==> src/rtl/iob_nco_multi.sv <==
// Multi-channel fractional NCO clock generator with double-buffered period/duty config.
// Optional macro IOB_NCO_MULTI_DUTY_EN adds cfg_duty_i and per-channel programmable high time.
module iob_nco_multi #(
  parameter int N_CH     = 4,
  parameter int DATA_W   = 16,
  parameter int FRAC_W   = 8,
  parameter int PERIOD_W = DATA_W + FRAC_W,
  parameter int CH_W     = (N_CH > 1) ? $clog2(N_CH) : 1
) (
  input  logic                clk_i,
  input  logic                cke_i,
  input  logic                arst_n_i,
  input  logic                rst_i,
  input  logic [CH_W-1:0]     cfg_ch_i,
  input  logic [PERIOD_W-1:0] cfg_period_i,
`ifdef IOB_NCO_MULTI_DUTY_EN
  input  logic [DATA_W-1:0]   cfg_duty_i,
`endif
  input  logic                cfg_wen_i,
  input  logic                commit_i,
  input  logic                resync_i,
  input  logic [N_CH-1:0]     en_i,
  output logic [N_CH-1:0]     pending_o,
  output logic [N_CH-1:0]     tick_o,
  output logic [N_CH-1:0]     clk_out_o,
  output logic [N_CH-1:0]     dbg_run_o
);

  typedef enum logic {ST_IDLE = 1'b0, ST_RUN = 1'b1} state_t;

  localparam logic [DATA_W:0] ONE = (DATA_W+1)'(1);
  localparam logic [DATA_W:0] TWO = (DATA_W+1)'(2);

  for (genvar c = 0; c < N_CH; c++) begin : g_ch
    state_t                r_state;
    logic [PERIOD_W-1:0]   r_sh_period;
    logic [PERIOD_W-1:0]   r_act_period;
    logic                  r_pending;
    logic                  r_tick;
    logic                  r_clk;
    logic [DATA_W:0]       r_cnt;
    logic [DATA_W:0]       r_len;
    logic [DATA_W:0]       r_high;
    logic [FRAC_W-1:0]     r_res;

    logic                  w_wr;
    logic                  w_apply;
    logic                  w_start;
    logic                  w_copy;
    logic                  w_carry;
    logic [PERIOD_W-1:0]   w_period;
    logic [DATA_W-1:0]     w_p_int;
    logic [FRAC_W-1:0]     w_res_base;
    logic [FRAC_W-1:0]     w_res_next;
    logic [DATA_W:0]       w_p_eff;
    logic [DATA_W:0]       w_len;
    logic [DATA_W:0]       w_high;
    logic [DATA_W:0]       w_cnt_next;

    assign w_wr    = cfg_wen_i && (cfg_ch_i == CH_W'(c));
    // A commit landing on a period start defers the transfer to the following start.
    assign w_apply = r_pending && !commit_i;
    assign w_start = en_i[c] && ((r_state == ST_IDLE) || resync_i || (r_cnt == r_len - ONE));
    assign w_copy  = w_apply && (w_start || (r_state == ST_IDLE));

    // Parameters of the period about to start, taken from shadow if it transfers now.
    assign w_period   = w_apply ? r_sh_period : r_act_period;
    assign w_p_int    = w_period[PERIOD_W-1:FRAC_W];
    assign w_p_eff    = (w_p_int < DATA_W'(2)) ? TWO : {1'b0, w_p_int};
    assign w_res_base = ((r_state == ST_IDLE) || resync_i) ? '0 : r_res;
    assign {w_carry, w_res_next} = {1'b0, w_res_base} + {1'b0, w_period[FRAC_W-1:0]};
    assign w_len      = w_p_eff + {{DATA_W{1'b0}}, w_carry};
    assign w_cnt_next = r_cnt + ONE;

`ifdef IOB_NCO_MULTI_DUTY_EN
    logic [DATA_W-1:0] r_sh_duty;
    logic [DATA_W-1:0] r_act_duty;
    logic [DATA_W-1:0] w_duty;

    assign w_duty = w_apply ? r_sh_duty : r_act_duty;
    assign w_high = ({1'b0, w_duty} >= w_len) ? (w_len - ONE) : {1'b0, w_duty};

    always_ff @(posedge clk_i or negedge arst_n_i) begin
      if (!arst_n_i) begin
        r_sh_duty  <= '0;
        r_act_duty <= '0;
      end else if (rst_i) begin
        r_sh_duty  <= '0;
        r_act_duty <= '0;
      end else if (cke_i) begin
        if (w_wr)   r_sh_duty  <= cfg_duty_i;
        if (w_copy) r_act_duty <= r_sh_duty;
      end
    end
`else
    assign w_high = {1'b0, w_len[DATA_W:1]};
`endif

    always_ff @(posedge clk_i or negedge arst_n_i) begin
      if (!arst_n_i) begin
        r_state      <= ST_IDLE;
        r_sh_period  <= '0;
        r_act_period <= '0;
        r_pending    <= 1'b0;
        r_tick       <= 1'b0;
        r_clk        <= 1'b0;
        r_cnt        <= '0;
        r_len        <= '0;
        r_high       <= '0;
        r_res        <= '0;
      end else if (rst_i) begin
        r_state      <= ST_IDLE;
        r_sh_period  <= '0;
        r_act_period <= '0;
        r_pending    <= 1'b0;
        r_tick       <= 1'b0;
        r_clk        <= 1'b0;
        r_cnt        <= '0;
        r_len        <= '0;
        r_high       <= '0;
        r_res        <= '0;
      end else if (cke_i) begin
        if (w_wr)   r_sh_period  <= cfg_period_i;
        if (w_copy) r_act_period <= r_sh_period;

        if (commit_i)    r_pending <= 1'b1;
        else if (w_copy) r_pending <= 1'b0;

        if (!en_i[c]) begin
          r_state <= ST_IDLE;
          r_cnt   <= '0;
          r_res   <= '0;
          r_tick  <= 1'b0;
          r_clk   <= 1'b0;
        end else if (w_start) begin
          r_state <= ST_RUN;
          r_cnt   <= '0;
          r_res   <= w_res_next;
          r_len   <= w_len;
          r_high  <= w_high;
          r_tick  <= 1'b1;
          r_clk   <= (w_high != '0);
        end else begin
          r_cnt   <= w_cnt_next;
          r_tick  <= 1'b0;
          r_clk   <= (w_cnt_next < r_high);
        end
      end
    end

    assign pending_o[c] = r_pending;
    assign tick_o[c]    = r_tick;
    assign clk_out_o[c] = r_clk;
    assign dbg_run_o[c] = (r_state == ST_RUN);
  end

endmodule

==> config.mk <==
export PLATFORM = sky130hd
export DESIGN_NAME = iob_nco_multi
export DESIGN_NICKNAME = d
export VERILOG_FILES = /design/src/rtl/iob_nco_multi.sv
export SDC_FILE = /design/constraint.sdc
export NUM_CORES = 1
export LEC_CHECK = 0
export BUFFER_PORTS_ARGS = -buffer_cell sky130_fd_sc_hd__buf_2
export CORE_MARGIN = 2
export CORE_UTILIZATION = 30
export CTS_CLUSTER_DIAMETER = 120
export DETAILED_ROUTE_END_ITERATION = 8
export SLEW_MARGIN = 40
export SYNTH_ARGS = -nofsm -noshare
export SYNTH_HDL_FRONTEND = slang
export SYNTH_SLANG_ARGS = --single-unit
==> constraint.sdc <==
create_clock -name clk_i -period 15.95 [get_ports clk_i]
set_input_delay 0.7975 -clock clk_i [delete_from_list [all_inputs] [get_ports clk_i]]
set_output_delay 0.7975 -clock clk_i [all_outputs]
set_load 0.005 [all_outputs]
**Word level (Yosys, flattened, before mapping)**

Index checks and enable logic that the tools add are counted.

- Flip-flop bits (word level): 444
- Logic and storage cells: 318

- Add/sub/neg operators: 16
- Magnitude comparators: 8
- Equal/unequal tests: 11
- Muxes and demuxes: 164
- Bitwise gates (word level): 4
- Reduce and logical (&&, ||, !) cells: 75

Operators by type and width:

| operator | count |
|---|---|
| 17-bit two-way mux | 48 |
| 24-bit two-way mux | 28 |
| 8-bit two-way mux | 20 |
| 16-bit by 1-bit adder with 17-bit output | 4 |
| 17-bit by 1-bit adder with 17-bit output (second input constant) | 4 |
| 17-bit == test | 4 |
| 17-bit < comparator | 4 |
| 17-bit nonzero test | 4 |
| 17-bit by 1-bit subtractor with 17-bit output (second input constant) | 4 |
| 16-bit by 2-bit < comparator with 1-bit output (second input constant) | 4 |
| 1-bit two-way mux | 64 |
| 16-bit two-way mux | 4 |
| 8-bit by 8-bit adder with 9-bit output | 4 |
| 2-bit nonzero test | 17 |
| 2-bit AND reduction | 16 |
| 1-bit logical AND | 16 |
| 1-bit logical OR | 12 |
| 3-bit by 2-bit inequality test with 1-bit output (second input constant) | 4 |
| 3-bit AND reduction | 4 |
| 3-bit nonzero test | 4 |
| 2-bit == test (second input constant) | 2 |
| 1-bit NOT | 4 |
| 2-bit by 1-bit == test with 1-bit output (second input constant) | 1 |
| 2-bit logical NOT | 1 |
| 1-bit logical NOT | 1 |

**Logic depth before layout (Yosys ltp)**

- Depth in word-level cells: 11
- Depth in mapped cells: 27

**Worst setup path after synthesis**

No wires, ideal clock.

- Path kind: input -> register
- Start point: input port commit_i
- End point: register g_ch[2].r_clk
- Library setup time: 124 ps
- Arrival time: 5,671 ps
- Required time: 15,826 ps
- Path slack: 10,155 ps
- Cell stages on the path: 24
- Buffers on the path: 5
- Path through: nand2b_1 > buf_2 > buf_2 > buf_2 > buf_2 > buf_1 > mux2_2 > ha_1 > inv_1 > fa_1 > nor2b_1 > o21ai_0 > nand2b_1 > a21o_1 > a21o_1 > a21o_1 > a21o_1 > ha_1 > or3b_2 > nor4_2 > mux2_2 > a21oi_1 > or4_1 > o31a_1

- Longest elaborated chain between the ends: 11
- Elaborated cells on any way between the ends: 12
- Classes of those cells: add/sub: 2; order compare: 1; mux: 6; reduce/logical: 3

Ends and longest elaborated chain:

| what | line | RTL |
|---|---|---|
| start, declared | 20 | `input logic commit_i,` |
| 1-bit logical NOT (*) | 62 | `assign w_apply = r_pending && !commit_i;` |
| 1-bit logical AND (*) | 62 |  |
| 24-bit two-way mux (*) | 67 | `assign w_period = w_apply ? r_sh_period : r_act_period;` |
| 16-bit by 2-bit < comparator with 1-bit output | 69 | `assign w_p_eff = (w_p_int < DATA_W'(2)) ? TWO : {1'b0, w_p_int};` |
| 16-bit two-way mux | 69 |  |
| 16-bit by 1-bit adder with 17-bit output (*) | 72 | `assign w_len = w_p_eff + {{DATA_W{1'b0}}, w_carry};` |
| 17-bit nonzero test (*) | 142 | `r_clk <= (w_high != '0);` |
| 1-bit two-way mux (*) | 135 | `end else if (w_start) begin` |
| 1-bit two-way mux (*) | 129 | `if (!en_i[c]) begin` |
| 1-bit two-way mux (*) | 122 | `end else if (cke_i) begin` |
| 1-bit two-way mux (*) | 111 | `end else if (rst_i) begin` |
| end signal, assigned | 142 |  |
| end signal, assigned | 146 | `r_clk <= (w_cnt_next < r_high);` |
| end, declared | 40 | `logic r_clk;` |

Mark *: on every way between the ends. The rest lies on a longest branch, timed or not. The select of a mux whose other input is x is not followed.
A chain may end at the register's enable or synchronous reset.

**Final worst setup path**

- Start point: input port commit_i
- End point: register g_ch[1].r_clk

- Longest elaborated chain between the ends: 11
- Elaborated cells on any way between the ends: 12
- Classes of those cells: add/sub: 2; order compare: 1; mux: 6; reduce/logical: 3

Ends and longest elaborated chain:

| what | line |
|---|---|
| 1-bit logical NOT (*) | 62 |
| 1-bit logical AND (*) | 62 |
| 24-bit two-way mux (*) | 67 |
| 16-bit by 2-bit < comparator with 1-bit output | 69 |
| 16-bit two-way mux | 69 |
| 16-bit by 1-bit adder with 17-bit output (*) | 72 |
| 17-bit nonzero test (*) | 142 |
| 1-bit two-way mux (*) | 135 |
| 1-bit two-way mux (*) | 129 |
| 1-bit two-way mux (*) | 122 |
| 1-bit two-way mux (*) | 111 |
| end signal, assigned | 142 |
| end signal, assigned | 146 |
| end, declared | 40 |

Marked as above.

==> results.py <==
metrics = {
    "logic_synthesis": {
        "postSynthNetCount": 2960,
        "synth.top_cell.area_share": 0.378,
        "ys_async_rst_share": 1.00,
        "synthesis.area_um2": 24900,
        "synth_cells": 2811,
        "synth.area.top_cells": "dfrtp_1 (38%), nand2_1 (6.4%), mux2i_1 (6.2%)",
        "yosys_register_bits": 376,
        "post_synth_edffs": 0,
        "synth.yosys.seq_area_share": 0.378,
        "post_synthesis_cell_type_count": 89,
        "ys_dominant_reg_cell": "dfrtp_1",
        "post-synth-top-count-cell": "nand2_1",
        "yosys.area.top_type": "dfrtp_1",
        "synth.yosys.warnings": 0,
        "netlist_top_cells_count": "nand2_1 (427), dfrtp_1 (376), a21oi_1 (181)",
        "avg_inst_size_synth_um2": 8.85,
    },
    "floorplan": {
        "core_area_um2": 82100,
        "die-width_um": 292,
        "placement_rows": 105,
        "floorplan.io_pins": 53,
        "die-area_um2": 85200,
        "initial_utilization": 0.303,
        "fp.dieH_um": 292,
    },
    "worst_setup_path": {
        "worstSetupEndpointType": "flip-flop",
        "biggest_fanout_along_the_worst_timing_path": 33,
        "startpoint": "commit_i",
        "critPathArrivalTime_ns": 5.78,
        "timing.reg2reg.worst_path_depth": 20,
        "register_to_register_setup_slack_ns": 10.69,
        "setup.worst_path.end": "g_ch[1].r_clk",
        "timing.setup.critical_path_class": "input port to flip-flop",
        "worst-endpoint-required_ns": 16.42,
        "regToRegEndpoint": "g_ch[1].r_clk",
        "type_of_element_launching_the_critical_path": "input port",
        "crit-reg2reg-launch": "g_ch[1].r_state",
    },
    "run_status": {
        "status": "completed",
    },
    "clock_network": {
        "cts.sink_count": 376,
        "htree_levels": 2,
        "hold_buffers": 0,
        "cts_resized": 0,
        "clk_latency_ns": 0.61,
        "cell_at_the_root_of_the_clock_tree": "clkbuf_16",
        "post_cts_setup_repair_buffer_count": 0,
        "numCtsBuffers": 45,
        "cts-root-to-sink-buffers": 3,
        "clk_transition_reported_paths_ns": 0.06,
        "cts_tree": "yes",
    },
    "layout": {
        "final-seq-area_um2": 9410,
        "fillers": 8479,
        "multiInputGateArea_um2": 14300,
        "flow.area_growth_from_synthesis_pct": 11.1,
        "finalInstanceArea_um2": 27600,
        "proportion_of_layout_cells_with_a_drive_suffix_above_1": 0.0845,
        "layout.nets": 2909,
    },
    "sta": {
        "final.setup_skew_ns": 0.0327,
        "min_period_over_period": 0.333,
        "layout_min_cycle_time_ns": 5.31,
        "maximum_operating_frequency_ghz": 0.188,
        "max_slew_margin": 0.495,
        "timing.final.setup_violations": 0,
        "worst_slew_pin_slew_ns": 0.758,
        "setup_tns_ns": 0,
        "finalHoldViolations": 0,
        "slew_violations": 0,
        "rsz0062_at_grt": "no",
    },
    "job": {
        "number_of_maximum_capacitance_constraint_violations": 0,
    },
    "pwr": {
        "vdd.ir_drop.worst_v": 0.0000753,
        "power.static_leakage_nw": 12.8,
        "pwr_density_cell_nw_per_um2": 80.0,
    },
    "route": {
        "route.vias.total": 20500,
        "wl_per_cell_um": 18.1,
        "drt-vias-per-instance": 5.31,
        "firstDrtPassIters": 5,
        "drt_wl_total_mm": 69.8,
        "drt.antenna.violating_nets": 0,
        "route.detailed.drc": 0,
        "drt_iter0_drc": 1512,
    },
    "global_routing": {
        "busiest_layer": "met2",
        "global_route.usage.met1": 0.240,
        "globalRouteTotalUtil": 0.163,
        "antenna_found_initial": 1,
        "globalRouteMet3Util": 0.0274,
        "grt_use_met2": 0.244,
        "grt_max_degree": 142,
        "global_route_wire_length_before_repair_mm": 113,
        "grt_pass1_vias": 19700,
        "global_route.overflow_total": 0,
    },
    "placed_design": {
        "postPlaceCellArea_um2": 26000,
        "place_congestion": 0.875,
        "hpwlAfterDp_mm": 49.6,
        "buffer_ports.inserted": 52,
    },
    "hold_path": {
        "hold_crit_path_type": "input port to async pin",
    },
}
[critical path, stage by stage]
cell	delay [ns]
buf_2	0.30
nand2b_1	0.16
buf_4	0.37
nand2_1	0.10
nand2_1	0.09
ha_1	0.17
inv_1	0.06
fa_1	0.39
nor2b_1	0.12
o21ai_0	0.08
nand2b_1	0.11
a21o_1	0.12
a21o_1	0.13
a21o_1	0.11
a21o_1	0.13
ha_1	0.24
ha_1	0.23
nand4b_1	0.34
a2111o_1	0.39
a2111oi_0	0.54
or4bb_1	0.44
nor4_1	0.26
a211oi_1	0.09
[logic make-up (layout without fill, tap and decap cells)]
family / after synthesis / count (layout) / synth area share
compound gates: 572 / 572 / 0.158
xor+xnor: 214 / 214 / 0.0753
fa+ha+maj: 112 / 112 / 0.0575
buf+inv: 283 / 264 / 0.0486
flops: 376 / 376 / 0.378
mux: 173 / 173 / 0.0706
other cells: 0 / 1 / 0
simple gates: 1081 / 1081 / 0.212
[registers in the layout, summed over array words and instances, names as in the netlist]
name,count
g_ch.r_act_period,96
g_ch.r_tick,4
g_ch.r_cnt,68
g_ch.r_len,67
g_ch.r_pending,4
g_ch.r_res,32
g_ch.r_state,4
g_ch.r_high,1
g_ch.r_sh_period,96
g_ch.r_clk,4
[layer usage]
layer,wire length (um),share of wire
met2,29900,0.43
met4,1750,0.025
met1,34100,0.49
met3,3950,0.057
met5,0,0
[how the worst min path moves through the flow]
stage	startpoint	to	slack, ns	cells past startpoint
2_1_floorplan	g_ch[2].r_res[2]	g_ch[2].r_res[2]	0.44	1
3_3_place_gp	g_ch[2].r_res[6]	g_ch[2].r_res[6]	0.45	1
3_5_place_dp	g_ch[2].r_res[6]	g_ch[2].r_res[6]	0.46	1
4_1_cts	arst_n_i	g_ch[2].r_tick	0.08	1
5_1_grt	arst_n_i	g_ch[2].r_tick	0.10	1
6_report	arst_n_i	g_ch[2].r_tick	0.09	1
[power breakdown]
group | total [mW] | leakage, nW | internal (mW) | switching (mW)
clock network | 1.07 | 0.736 | 0.626 | 0.448
registers | 0.976 | 5.23 | 0.963 | 0.0134
logic | 0.159 | 6.86 | 0.0467 | 0.112
[cell usage in the layout (no fill, tap or decap), drive strengths merged, types with 58 or more instances in the layout]
cell    count
buf        88
nand2     427
dfrtp     376
nand3     108
clkbuf     58
a21oi     182
mux2i     153
nor2      177
xnor2     120
inv        98
xor2       94
a22o      113
ha        108
o21ai      80
[metrics by stage]
step | instances | worst slack [ns] | hold WS, ns | total power [mW] | utilization
2_1_floorplan | 2811 | 10.15 | 0.441 | 1.08 | -
3_3_place_gp | 3775 | 10.28 | 0.452 | 1.15 | 0.315
3_5_place_dp | 3782 | 10.12 | 0.460 | 1.15 | 0.317
4_1_cts | 3861 | 10.74 | 0.0826 | 2.24 | 0.336
5_1_grt | 3862 | 10.23 | 0.103 | 2.29 | 0.336
6_report | 3863 | 10.64 | 0.0925 | 2.21 | 0.336
[area by class of cell]
class | instances | share of cell area
multi-input combinational | 2152 | 0.519
sequential | 376 | 0.341
tap | 1070 | 0.0485
clock buffer | 58 | 0.0454
timing repair buffer | 88 | 0.0229
inverter | 97 | 0.0132
clock inverter | 21 | 0.0104
antenna | 1 | 0.0000906
No activity file was read; power rests on OpenSTA's default activity.
